===== src/rtl/if_fetch_unit_pkg.sv =====
// Shared types and constants for the instruction-fetch stage.
// The default widths here match the top-level parameter defaults.
package if_pkg;

  localparam int unsigned IF_ADDR_W  = 32;
  localparam int unsigned IF_INSTR_W = 32;
  localparam int unsigned PC_STEP    = 4;

  typedef enum logic [2:0] {
    S_BOOT = 3'd0,
    S_REQ  = 3'd1,
    S_WAIT = 3'd2,
    S_KILL = 3'd3,
    S_HOLD = 3'd4
  } fetch_state_e;

  typedef struct packed {
    logic                  valid;
    logic [IF_ADDR_W-1:0]  pc;
    logic [IF_ADDR_W-1:0]  pc_plus4;
    logic [IF_INSTR_W-1:0] instr;
  } ifid_t;

endpackage


===== src/rtl/if_fetch_unit_if.sv =====
// Instruction-memory request/response bus between the fetch stage and memory.
interface if_fetch_unit_if #(
  parameter int unsigned ADDR_WIDTH  = 32,
  parameter int unsigned INSTR_WIDTH = 32
);
  logic                   imem_req;
  logic [ADDR_WIDTH-1:0]  imem_addr;
  logic                   imem_rvalid;
  logic [INSTR_WIDTH-1:0] imem_rdata;

  modport master (
    output imem_req,
    output imem_addr,
    input  imem_rvalid,
    input  imem_rdata
  );

  modport slave (
    input  imem_req,
    input  imem_addr,
    output imem_rvalid,
    output imem_rdata
  );
endinterface


===== src/rtl/if_fetch_unit_ifid_reg.sv =====
// Generic pipeline register with load/hold/flush; flush only clears valid.
// Flush wins over load so a redirect can never be overridden by late data.
module ifid_reg #(
  parameter int unsigned DATA_WIDTH = 96
) (
  input  logic                  clk,
  input  logic                  rst_n,
  input  logic                  flush_i,
  input  logic                  load_i,
  input  logic [DATA_WIDTH-1:0] data_i,
  output logic                  valid_o,
  output logic [DATA_WIDTH-1:0] data_o
);

  logic                  valid_q;
  logic [DATA_WIDTH-1:0] data_q;

  always_ff @(posedge clk or negedge rst_n) begin
    if (!rst_n) begin
      valid_q <= 1'b0;
      data_q  <= '0;
    end else if (flush_i) begin
      valid_q <= 1'b0;
    end else if (load_i) begin
      valid_q <= 1'b1;
      data_q  <= data_i;
    end
  end

  assign valid_o = valid_q;
  assign data_o  = data_q;

endmodule


===== src/rtl/if_fetch_unit.sv =====
// Instruction-fetch stage: drives the PC register's next value, issues one
// outstanding imem request at a time, and fills the IF/ID register.
module if_fetch_unit
  import if_pkg::*;
#(
  parameter int unsigned ADDR_WIDTH  = 32,
  parameter int unsigned INSTR_WIDTH = 32
) (
  input  logic                   clk,
  input  logic                   rst_n,
  input  logic [ADDR_WIDTH-1:0]  pc_i,
  output logic [ADDR_WIDTH-1:0]  pc_next_o,
  if_fetch_unit_if.master        imem,
  input  logic                   stall_i,
  input  logic                   redirect_i,
  input  logic [ADDR_WIDTH-1:0]  redirect_pc_i,
  output logic                   ifid_valid_o,
  output logic [ADDR_WIDTH-1:0]  ifid_pc_o,
  output logic [ADDR_WIDTH-1:0]  ifid_pc_plus4_o,
  output logic [INSTR_WIDTH-1:0] ifid_instr_o
);

  localparam int unsigned PW = 2 * ADDR_WIDTH + INSTR_WIDTH;

  fetch_state_e           state_q, state_d;
  logic                   skid_vld_q, skid_vld_d;
  logic [ADDR_WIDTH-1:0]  skid_pc_q, skid_pc_d;
  logic [INSTR_WIDTH-1:0] skid_instr_q, skid_instr_d;

  logic [ADDR_WIDTH-1:0]  pc_plus4;
  logic [ADDR_WIDTH-1:0]  skid_pc_plus4;
  logic                   req;
  logic                   ifid_load;
  logic                   ifid_flush;
  logic [PW-1:0]          ifid_din;
  logic [PW-1:0]          ifid_dout;

  assign pc_plus4      = pc_i + ADDR_WIDTH'(PC_STEP);
  assign skid_pc_plus4 = skid_pc_q + ADDR_WIDTH'(PC_STEP);

  // Any cycle without a load and without stall issues a bubble, so ID never
  // consumes the same IF/ID entry twice while the next fetch is in flight.
  always_comb begin
    state_d      = state_q;
    pc_next_o    = pc_i;
    req          = 1'b0;
    skid_vld_d   = skid_vld_q;
    skid_pc_d    = skid_pc_q;
    skid_instr_d = skid_instr_q;
    ifid_load    = 1'b0;
    ifid_flush   = !stall_i;
    ifid_din     = {pc_i, pc_plus4, imem.imem_rdata};

    if (redirect_i && (state_q != S_BOOT)) begin
      pc_next_o  = redirect_pc_i;
      ifid_flush = 1'b1;
      skid_vld_d = 1'b0;
    end

    unique case (state_q)
      S_BOOT: state_d = S_REQ;
      S_REQ: begin
        if (!redirect_i) begin
          req     = 1'b1;
          state_d = S_WAIT;
        end
      end
      S_WAIT: begin
        if (redirect_i) begin
          state_d = imem.imem_rvalid ? S_REQ : S_KILL;
        end else if (imem.imem_rvalid) begin
          pc_next_o = pc_plus4;
          if (!stall_i || !ifid_valid_o) begin
            ifid_load  = 1'b1;
            ifid_flush = 1'b0;
            state_d    = S_REQ;
          end else begin
            skid_vld_d   = 1'b1;
            skid_pc_d    = pc_i;
            skid_instr_d = imem.imem_rdata;
            state_d      = S_HOLD;
          end
        end
      end
      S_KILL: begin
        if (imem.imem_rvalid) state_d = S_REQ;
      end
      S_HOLD: begin
        if (redirect_i) begin
          state_d = S_REQ;
        end else if (!stall_i) begin
          ifid_load  = skid_vld_q;
          ifid_flush = 1'b0;
          ifid_din   = {skid_pc_q, skid_pc_plus4, skid_instr_q};
          skid_vld_d = 1'b0;
          state_d    = S_REQ;
        end
      end
      default: state_d = S_BOOT;
    endcase

    pc_next_o[1:0] = 2'b00;
  end

  always_ff @(posedge clk or negedge rst_n) begin
    if (!rst_n) begin
      state_q      <= S_BOOT;
      skid_vld_q   <= 1'b0;
      skid_pc_q    <= '0;
      skid_instr_q <= '0;
    end else begin
      state_q      <= state_d;
      skid_vld_q   <= skid_vld_d;
      skid_pc_q    <= skid_pc_d;
      skid_instr_q <= skid_instr_d;
    end
  end

  ifid_reg #(
    .DATA_WIDTH(PW)
  ) u_ifid_reg (
    .clk     (clk),
    .rst_n   (rst_n),
    .flush_i (ifid_flush),
    .load_i  (ifid_load),
    .data_i  (ifid_din),
    .valid_o (ifid_valid_o),
    .data_o  (ifid_dout)
  );

  assign ifid_pc_o       = ifid_dout[PW-1 -: ADDR_WIDTH];
  assign ifid_pc_plus4_o = ifid_dout[INSTR_WIDTH +: ADDR_WIDTH];
  assign ifid_instr_o    = ifid_dout[INSTR_WIDTH-1:0];

  assign imem.imem_req  = req;
  assign imem.imem_addr = pc_i;

endmodule


===== src/flat_wrapper.sv =====
// flat-port wrapper written by rule: the top's interface ports become plain ports
module if_fetch_unit_flat import if_pkg::*;
#(
  parameter int unsigned ADDR_WIDTH  = 32,
  parameter int unsigned INSTR_WIDTH = 32
)
  (clk, rst_n, pc_i, pc_next_o, stall_i, redirect_i, redirect_pc_i, ifid_valid_o, ifid_pc_o, ifid_pc_plus4_o, ifid_instr_o, imem_imem_req, imem_imem_addr, imem_imem_rvalid, imem_imem_rdata);
  if_fetch_unit_if #(.ADDR_WIDTH(ADDR_WIDTH), .INSTR_WIDTH(INSTR_WIDTH)) imem_i ();
  input  logic clk;
  input  logic rst_n;
  input  logic [ADDR_WIDTH-1:0] pc_i;
  output logic [ADDR_WIDTH-1:0] pc_next_o;
  input  logic stall_i;
  input  logic redirect_i;
  input  logic [ADDR_WIDTH-1:0] redirect_pc_i;
  output logic ifid_valid_o;
  output logic [ADDR_WIDTH-1:0] ifid_pc_o;
  output logic [ADDR_WIDTH-1:0] ifid_pc_plus4_o;
  output logic [INSTR_WIDTH-1:0] ifid_instr_o;
  output wire logic [$bits(imem_i.imem_req)-1:0] imem_imem_req;
  output wire logic [$bits(imem_i.imem_addr)-1:0] imem_imem_addr;
  input wire logic [$bits(imem_i.imem_rvalid)-1:0] imem_imem_rvalid;
  input wire logic [$bits(imem_i.imem_rdata)-1:0] imem_imem_rdata;
  assign imem_imem_req = imem_i.imem_req;
  assign imem_imem_addr = imem_i.imem_addr;
  assign imem_i.imem_rvalid = imem_imem_rvalid;
  assign imem_i.imem_rdata = imem_imem_rdata;
  if_fetch_unit #(.ADDR_WIDTH(ADDR_WIDTH), .INSTR_WIDTH(INSTR_WIDTH)) u_core (.clk(clk), .rst_n(rst_n), .pc_i(pc_i), .pc_next_o(pc_next_o), .imem(imem_i), .stall_i(stall_i), .redirect_i(redirect_i), .redirect_pc_i(redirect_pc_i), .ifid_valid_o(ifid_valid_o), .ifid_pc_o(ifid_pc_o), .ifid_pc_plus4_o(ifid_pc_plus4_o), .ifid_instr_o(ifid_instr_o));
endmodule

===== config.mk =====
export PLATFORM = sky130hd
export DESIGN_NAME = if_fetch_unit_flat
export DESIGN_NICKNAME = d
export VERILOG_FILES = /design/src/rtl/if_fetch_unit_pkg.sv /design/src/rtl/if_fetch_unit_if.sv /design/src/rtl/if_fetch_unit_ifid_reg.sv /design/src/rtl/if_fetch_unit.sv /design/src/flat_wrapper.sv
export SDC_FILE = /design/constraint.sdc
export NUM_CORES = 1
export LEC_CHECK = 0
export CORE_MARGIN = 5
export CORE_UTILIZATION = 49
export CTS_CLUSTER_SIZE = 30
export DETAILED_ROUTE_END_ITERATION = 6
export GPL_TIMING_DRIVEN = 0
export PLACE_DENSITY = 0.82
export SYNTH_ARGS = -nofsm -noshare
export SYNTH_HDL_FRONTEND = slang
export SYNTH_SLANG_ARGS = --single-unit
export TNS_END_PERCENT = 20

===== constraint.sdc =====
create_clock -name clk -period 2.6 [get_ports clk]
set_input_delay 0.39 -clock clk [delete_from_list [all_inputs] [get_ports clk]]
set_output_delay 0.39 -clock clk [all_outputs]
set_load 0.01 [all_outputs]

After elaboration in Yosys (flattened, before gate mapping)
Index checks and enable logic that the tools add are counted. W data, S select, Z words.

Register bits: 165. Input bits: 101. Output and inout port bits: 162. Word-level logic and storage cells: 69.

Add/sub/neg operators: 2. Equal/unequal tests: 8. Mux-type cells: 40. Bitwise logic cells: 3. Reductions and logical operators: 10.

Operators with widths (number): $mux W96 (3); $mux W32 (4); $add A32 B3 Y32 const B (2); $mux W1 (21); $mux W3 (7); $pmux W3 S5 (1); $reduce_and A4 Y1 (2); $eq A3 B2 Y1 const B (2); $ne A3 B3 Y1 const B (2); $pmux W1 S2 (3); $ne A2 B2 Y1 const B (2); $eq A3 B1 Y1 const B (1); $eq A3 B3 Y1 const B (1); $logic_not A3 Y1 (1); $not A1 Y1 (3); $reduce_bool A3 Y1 (1); $logic_not A1 Y1 (2); $mux W2 (1); $reduce_and A2 Y1 (1); $reduce_bool A2 Y1 (1); $logic_and A1 B1 Y1 (1); $logic_or A1 B1 Y1 (1).

Logic depth before layout (Yosys ltp)
Gate-level depths: netlist (run 1).

Depth in word-level cells: 9. Mapped depth: 8. Gate-level depth less buffers: 6.

Modules after synthesis
From an unflattened synthesis (run 1), not the netlist that was laid out.

Cell total of the unflattened synthesis: 981. Area total of the unflattened synthesis: 9846.9 sq um.

Modules (own cells, without submodules): if_fetch_unit (times used 1, cells each 774, area an instance 6035.8 sq um, seq. area each 1701.6 sq um); ifid_reg (times used 1, cells each 207, area an instance 3811.2 sq um, seq. area each 2427.3 sq um).

Least setup slack after synthesis (run 1)
OpenSTA, ideal clock, no wires.

Kind: in2out. Start: in pc_i[2]. End: out pc_next_o[22]. Data arrival time: 2046 ps. Required time: 2210 ps. Path slack: 164 ps. Stages on the path: 8. Path buffers: 2. Cells stage by stage: ha_1 > and4_1 > clkbuf_1 > nand3_1 > buf_2 > nor3_1 > o21ai_0 > a221oi_1.

Word-level cells in the longest chain between the ends: 4.

Ends and longest elaborated chain: start, declared (line flat_wrapper.sv:11) `input logic [ADDR_WIDTH-1:0] pc_i;`; $add A32 B3 Y32 (line if_fetch_unit.sv:38) `assign pc_plus4 = pc_i + ADDR_WIDTH'(PC_STEP);`; $mux W32 (line if_fetch_unit.sv:71) `end else if (imem.imem_rvalid) begin`; $mux W32 (line if_fetch_unit.sv:69) `if (redirect_i) begin`; $mux W32 (line if_fetch_unit.sv:60) `unique case (state_q)`; end, declared (line flat_wrapper.sv:12) `output logic [ADDR_WIDTH-1:0] pc_next_o;`.

Every way passes these cells.

Worst setup path after layout (run 1)
Start: in pc_i[26]. End: out pc_next_o[31].

The elaborated chain is that of the path after synthesis.

==> results of run 1 <==
flip-flops by register name, summed over array words and instances (netlist names):
name / cells
u_core.skid_instr_q: 32
u_core.skid_pc_q: 32
u_core.skid_vld_q: 1
u_core.state_q: 3
u_core.u_ifid_reg.data_o: 94
u_core.u_ifid_reg.valid_o: 1
routing by layer:
metal | up-vias | GRT usage [%]
met5 | - | 0
met1 | 4718 | 40.6
met4 | 0 | 16.0
met2 | 782 | 49.1
met3 | 210 | 9.16
li1 | 4227 | -
per-stage QoR:
step	hold slack [ns]	instances
after floorplan	0.0944	1039
after global placement	0.461	1517
after detailed placement	0.365	1518
after CTS	0.272	1581
after global routing	0.306	1594
final	0.287	1594
power breakdown:
part	switching [mW]	internal, mW
Sequential	0.486	3.28
Clock	1.16	1.44
Combinational	1.80	2.20
Total	3.44	6.92
layout by cell type (no fill, tap or decap), types with 4 or more instances in the layout:
master,instances
and4_1,4
clkdlybuf4s15_2,5
nor3_1,12
nor4_1,6
clkinvlp_4,4
nor2_2,5
inv_6,4
clkbuf_1,23
clkdlybuf4s50_1,197
a21oi_1,31
mux2_2,63
clkbuf_2,13
buf_2,53
buf_1,6
dlygate4sd2_1,6
buf_6,17
a311oi_2,5
a31oi_1,65
and2_1,4
buf_12,5
dfrtp_1,162
mux2i_1,9
clkbuf_16,20
xor2_1,21
o21a_1,8
nor2_1,111
a221o_1,4
o21ai_0,30
o221ai_1,6
inv_1,9
buf_4,74
a21oi_2,5
o31ai_1,5
nand2_1,183
nand3_1,24
and3_1,6
nand4_1,18
xnor2_1,28
worst paths after layout:
path | from | end | slack (ns)
min in group asynchronous | rst_n | u_core.skid_instr_q[21]$_DFFE_PN0P_ | 0.46
setup reg to reg | u_core.state_q[2]$_DFFE_PN0P_ | u_core.u_ifid_reg.data_o[62]$_DFFE_PN0P_ | -0.07
max in group asynchronous | rst_n | u_core.u_ifid_reg.data_o[42]$_DFFE_PN0P_ | 1.27
setup / recovery | pc_i[26] | pc_next_o[31] | -0.23
hold / removal | pc_i[15] | u_core.u_ifid_reg.data_o[79]$_DFFE_PN0P_ | 0.29
hold reg to reg | u_core.u_ifid_reg.data_o[34]$_DFFE_PN0P_ | u_core.u_ifid_reg.data_o[34]$_DFFE_PN0P_ | 0.48
logic make-up (layout without fill, tap and decap cells):
kind of cell | count (synthesis) | count (layout)
multiplexers | 72 | 72
AO/OA/AOI/OAI | 197 | 197
flip-flops | 163 | 163
buffers and inverters | 134 | 454
AND/OR/NAND/NOR | 420 | 421
other | 1 | 2
adder cells (fa/ha/maj) | 2 | 2
XOR/XNOR | 49 | 49
critical path: stages:
cell	delay, ns
dlygate4sd2_1	0.41
and4_4	0.33
and4_1	0.18
or4bb_4	0.50
a21oi_1	0.24
o21a_1	0.22
buf_2	0.16
what timing repair did:
action	CTS	global route
buffers inserted	35	12
pin swaps	20	22
cloned	1	1
hold buffers	1	0
gates resized for setup	254	73
hold endpoints to repair	62	0
endpoints found under the setup margin	39	105
layout make-up:
cell class / instances / area, um2 / area share, %
plain buffers: 119 / 808 / 6.03
repair buffers: 294 / 2780 / 20.7
clock inverters: 15 / 169 / 1.26
well taps: 234 / 293 / 2.19
flip-flops and latches: 163 / 4080 / 30.5
multi-input cells: 743 / 4810 / 35.9
clock buffers: 17 / 425 / 3.17
inverters: 9 / 33.8 / 0.252
==> metrics.yaml, run 1 <==
numCtsBuffers: 17
arrival_ns: 2.44
critPathKind: "in -> out"
port_buffers: 244
fin_crit_sh_pct: 109
synth_area_per_cell_um2: 8.86
synthDistinctLibCells: 55
async_reset_ff_share_pct: 100
rows: 50
design_power_total_mw: 10.4
place_area_um2: 12000
r2r_cells: 8
synthMuxAreaShare_pct: 8.70
synth_top_area_cell: "dfrtp_1"
route.met2.wl_um: 16300
hold_violations: 0
path_clk_slew_ns: 0.07
setup-violations-final: 44
ys_ff_latch: 163
ctsHtreeMaxLevel: 4
vias_per_cell: 6.23
detail-route-antenna-nets: 0
grt_overflow_total: 0
post_drt_wl_per_cell_um: 22.6
first_pass_iters: 7
grt_start_max_net_pins: 102
coreArea_um2: 18600
synth-compound-area-share_pct: 13.8
drt_iter0_markers: 1361
dr_wl_met3_um: 4320
synth_top_family_by_area: "simple AND/OR/NAND/NOR gates"
num_vias: 9937
setup-tns-final_ns: -2.68
nFillCells: 1333
placement.setup.worst_slack_ns: -1.52
cp.required_ns: 2.21
synth_edf_count: 0
ys_top_cells_by_count: "nand2_1, dfrtp_1, nor2_1, a31oi_1, mux2_2"
diodes: 0
initial_core_util_pct: 49.5
synth.most_common_cell: "nand2_1"
maxCapViolCount: 0
synth_top_area_share_pct: 44.4
clock.fmax_ghz: 0.354
p_leak_nw: 5.96
worstPathMaxFanout: 6
grt_pass1_vias: 9609
synthTopCellsByArea: "dfrtp_1, mux2_2, nand2_1, nor2_1, a31oi_1"
cts_max_path_buffers: 2
dieHeight_um: 147
die_x_um: 147
status: "complete, but fails checks"
synth_xor_area_share_pct: 4.67
route.detailed.drc: 1
p_per_area_nw_per_um2: 773
min_period_ns: 2.83
synthCells: 1038
wl_met1_um: 13300
min_path_cells: 3
synth-seq-area-share_pct: 44.4
pin_count: 263
maxSlewViolCount: 0
top_layer: "met4"
area_growth_pct: 45.7
fin_area_um2: 13400
clock_skew_ns: 0.0141
yosys.area_share.simple_pct: 20.7
ys.flop_type: "dfrtp_1"
grt_use_total_pct: 31.7
post-route-util_pct: 72.1
violations: "design-rule violations, negative setup slack"
endpoint_kind: "primary output"
grt_pass1_wl_um: 53900
drive_gt1_share_pct: 25.3
fin_ws_ns: -0.228
root_buffer: "clkbuf_16"
rsz0062_at_grt: "true"
hpwlAfterDp_um: 23700
gp_congestion: 0.950
clock_latency_ns: 0.44
die_area_um2: 21600
yosysWarnings: 0
syn-cell-area_um2: 9200
irDropWorstVdd_uv: 545
wirelength_um: 36100
nets: 1450
cts_tree: "yes"
yosys.area_share.adder_pct: 0.272
hp-class: "in -> reg"
startpoint_type: "primary input"
cts.sinks: 163
tightest_slew_ns: 0.796
antenna_found_initial: 0
slew_headroom_pct: 46.9
Power figures use the tool's default switching activity.
==> run 2, diff against run 1 <==
--- a/config.mk
+++ b/config.mk
@@ -5,6 +5,7 @@
 export SDC_FILE = /design/constraint.sdc
 export NUM_CORES = 1
 export LEC_CHECK = 0
+export CAP_MARGIN = 5
 export CORE_MARGIN = 5
 export CORE_UTILIZATION = 49
 export CTS_CLUSTER_SIZE = 30
==> results of run 2 <==
The final DEF is identical to that of run 1; final timing and power are the same.
==> run 3, diff against run 2 <==
--- a/config.mk
+++ b/config.mk
@@ -7,12 +7,12 @@
 export LEC_CHECK = 0
 export CAP_MARGIN = 5
 export CORE_MARGIN = 5
-export CORE_UTILIZATION = 49
+export CORE_UTILIZATION = 55
 export CTS_CLUSTER_SIZE = 30
 export DETAILED_ROUTE_END_ITERATION = 6
+export DONT_BUFFER_PORTS = 1
 export GPL_TIMING_DRIVEN = 0
-export PLACE_DENSITY = 0.82
+export PLACE_DENSITY = 0.7
 export SYNTH_ARGS = -nofsm -noshare
 export SYNTH_HDL_FRONTEND = slang
 export SYNTH_SLANG_ARGS = --single-unit
-export TNS_END_PERCENT = 20
==> run 3 against run 2 <==
  * The run ends with negative hold slack, negative setup slack left
  * Non-clock buffer count fell by 273
  * Utilization fell by 7.5 points
  * Final cell count fell by 18%
  * Combinational power fell by 61%
  * Maximum frequency rose by 7.4%
  * Critical endpoint is now pc_next_o[27]
==> metrics.yaml, run 3 (synthesis results as in run 1) <==
fin_cells: 1307  # -18%
grt_overflow_total: 0  # unchanged
arrival_ns: 2.24  # -0.20 ns
num_vias: 8458  # -15%
worstReg2RegStart: "u_core.skid_pc_q[3]$_DFFE_PN0P_"
hold_violations: 163  # +163
rows: 47  # -6.0%
nets: 1177  # -19%
clock_latency_ns: 0.43  # about the same
clock_skew_ns: 0.00824  # -0.00583 ns
grt_pass1_vias: 8089  # -16%
worstPathMaxFanout: 8  # +2
crit_chain: "buf_2, nand4_1, buf_4, or3_4, o31ai_2, a21oi_1, a311oi_2"
path_clk_slew_ns: 0.07  # about the same
cts.sinks: 163  # unchanged
route.detailed.drc: 0  # -1
rsz0062_at_grt: "true"
critPathSlowestCell: "a311oi_2"
detail-route-antenna-nets: 0  # unchanged
setup-tns-final_ns: -0.0334  # +2.65 ns
r2r_cells: 6  # -2
diodes: 0  # unchanged
initial_core_util_pct: 55.8  # +6.4 points
fin_worst_hold_slack_ns: -0.349  # -0.635 ns
cp.required_ns: 2.21  # about the same
tightest_slew_ns: 1.04  # +0.245 ns
post_drt_wl_per_cell_um: 24.0  # +6.1%
clock.fmax_ghz: 0.380  # +7.4%
dieHeight_um: 139  # -5.2%
grt_pass1_wl_um: 47600  # -12%
cpPeakStageDelay_ns: 0.42  # -0.08 ns
coreArea_um2: 16500  # -11%
area_growth_pct: 15.7
cpLargestDelayFamily: "compound AO/OA/AOI/OAI gates"
p_leak_nw: 4.77  # -20%
largest_reg_flops: 94  # unchanged
setup-violations-final: 1  # -98%
ctsHtreeMaxLevel: 4  # unchanged
maxSlewViolCount: 0  # unchanged
place_area_um2: 9470  # -21%
vias_per_cell: 6.47  # +3.8%
numCtsBuffers: 17  # unchanged
mostFrequentLayoutCells: "nand2_1, dfrtp_1, nor2_1, a31oi_1, mux2_2"
cts_tree: "yes"
r2r-end: "u_core.u_ifid_reg.data_o[56]$_DFFE_PN0P_"
dp.cells: 1259  # -17%
design_power_total_mw: 8.55  # -17%
fin_crit_sh_pct: 101  # -7.5 points
status: "complete, but fails checks"
violations: "negative hold slack, negative setup slack"
critPathKind: "in -> out"
hpwlAfterDp_um: 21600  # -8.9%
startpoint_type: "primary input"
root_buffer: "clkbuf_16"
irDropWorstVdd_uv: 546  # +0.16%
fin_area_um2: 10600  # -21%
multi_input_area_um2: 4720  # -1.9%
endpoint_kind: "primary output"
slew_headroom_pct: 30.0  # -17 points
drive_gt1_share_pct: 24.2  # -1.1 points
pin_count: 263  # unchanged
first_pass_iters: 5  # -2
seq_area_um2: 4080  # unchanged
final_common_cell: "nand2_1"
nFillCells: 1363  # +2.3%
port_buffers: 0  # -100%
hp-class: "in -> async"
drt_iter0_markers: 992  # -27%
min_period_ns: 2.63  # -0.195 ns
r2r_slack_ns: 0  # +0.07 ns
cp.depth: 7  # unchanged
wirelength_um: 31400  # -13%
grt_start_max_net_pins: 164  # +61%
p_per_area_nw_per_um2: 804  # +4.0%
gp_congestion: 0.968  # +1.9%
fin_ws_ns: -0.0334  # +0.195 ns
die_area_um2: 19400  # -10%
critPathBufInv: 2  # unchanged
antenna_found_initial: 0  # unchanged
maxCapViolCount: 0  # unchanged
placement.setup.worst_slack_ns: -0.420  # +1.10 ns
cts_max_path_buffers: 2  # unchanged
grt_use_total_pct: 31.2  # -0.42 points
die_x_um: 139  # -5.2%
[run 3: cell count changes in the layout (fill, tap and decap cells not counted), sizes merged]
cell / delta
dlygate4sd2: -6
clkinv: +3
buf: -60
clkinvlp: -4
dlygate4sd3: -1
inv: -1
clkbuf: -1
bufinv: +1
clkdlybuf4s15: -7
clkdlybuf4s50: -197
[run 3: worst max-delay path by stage]
stage | slack, ns | to | start
after floorplan | 0.16 | pc_next_o[22] | pc_i[2]
after global placement | -0.41 | pc_next_o[22] | pc_i[2]
after detailed placement | -0.42 | pc_next_o[22] | pc_i[2]
after CTS | -0.004 | pc_next_o[10] | u_core.state_q[2]$_DFFE_PN0P_
after global routing | -0.10 | pc_next_o[27] | pc_i[13]
final | -0.03 | pc_next_o[27] | pc_i[15]
[run 3: layout make-up]
type | count | area share (%)
multi-input cells | 743 | 44.4
clock buffers | 18 | 4.04
well taps | 220 | 2.59
flip-flops and latches | 163 | 38.4
repair buffers | 21 | 1.55
clock inverters | 14 | 1.84
plain buffers | 119 | 6.91
inverters | 9 | 0.318
[run 3: stage by stage]
stage | hold WS [ns] | util (%)
after detailed placement | 0.0986 | 57.5
after global placement | 0.0992 | 57.5
after CTS | -0.360 | 63.3
after floorplan | 0.0944 | -
final | -0.349 | 64.6
after global routing | -0.366 | 64.6
[run 3: layer usage]
metal	global-route usage [%]	share of wire [%]	up-vias
met5	0	0	-
met4	13.9	4.8	0
met3	10.7	12	115
met2	47.4	45	527
met1	40.7	38	4133
li1	-	-	3683
[run 3: repair_timing]
action / in CTS / in global routing
pin swaps: 9 / 14
buffers inserted: 9 / 12
cloned: 0 / 1
endpoints found under the setup margin: 40 / 116
gates resized for setup: 67 / 58
hold endpoints to repair: 163 / 163
[run 3: power breakdown]
| group | total, mW | switching [mW] | internal [mW] |
|---|---|---|---|
| logic | 1.55 | 0.833 | 0.715 |
| registers | 4.28 | 1.00 | 3.28 |
| clock network | 2.72 | 1.17 | 1.55 |
| total | 8.55 | 3.01 | 5.54 |
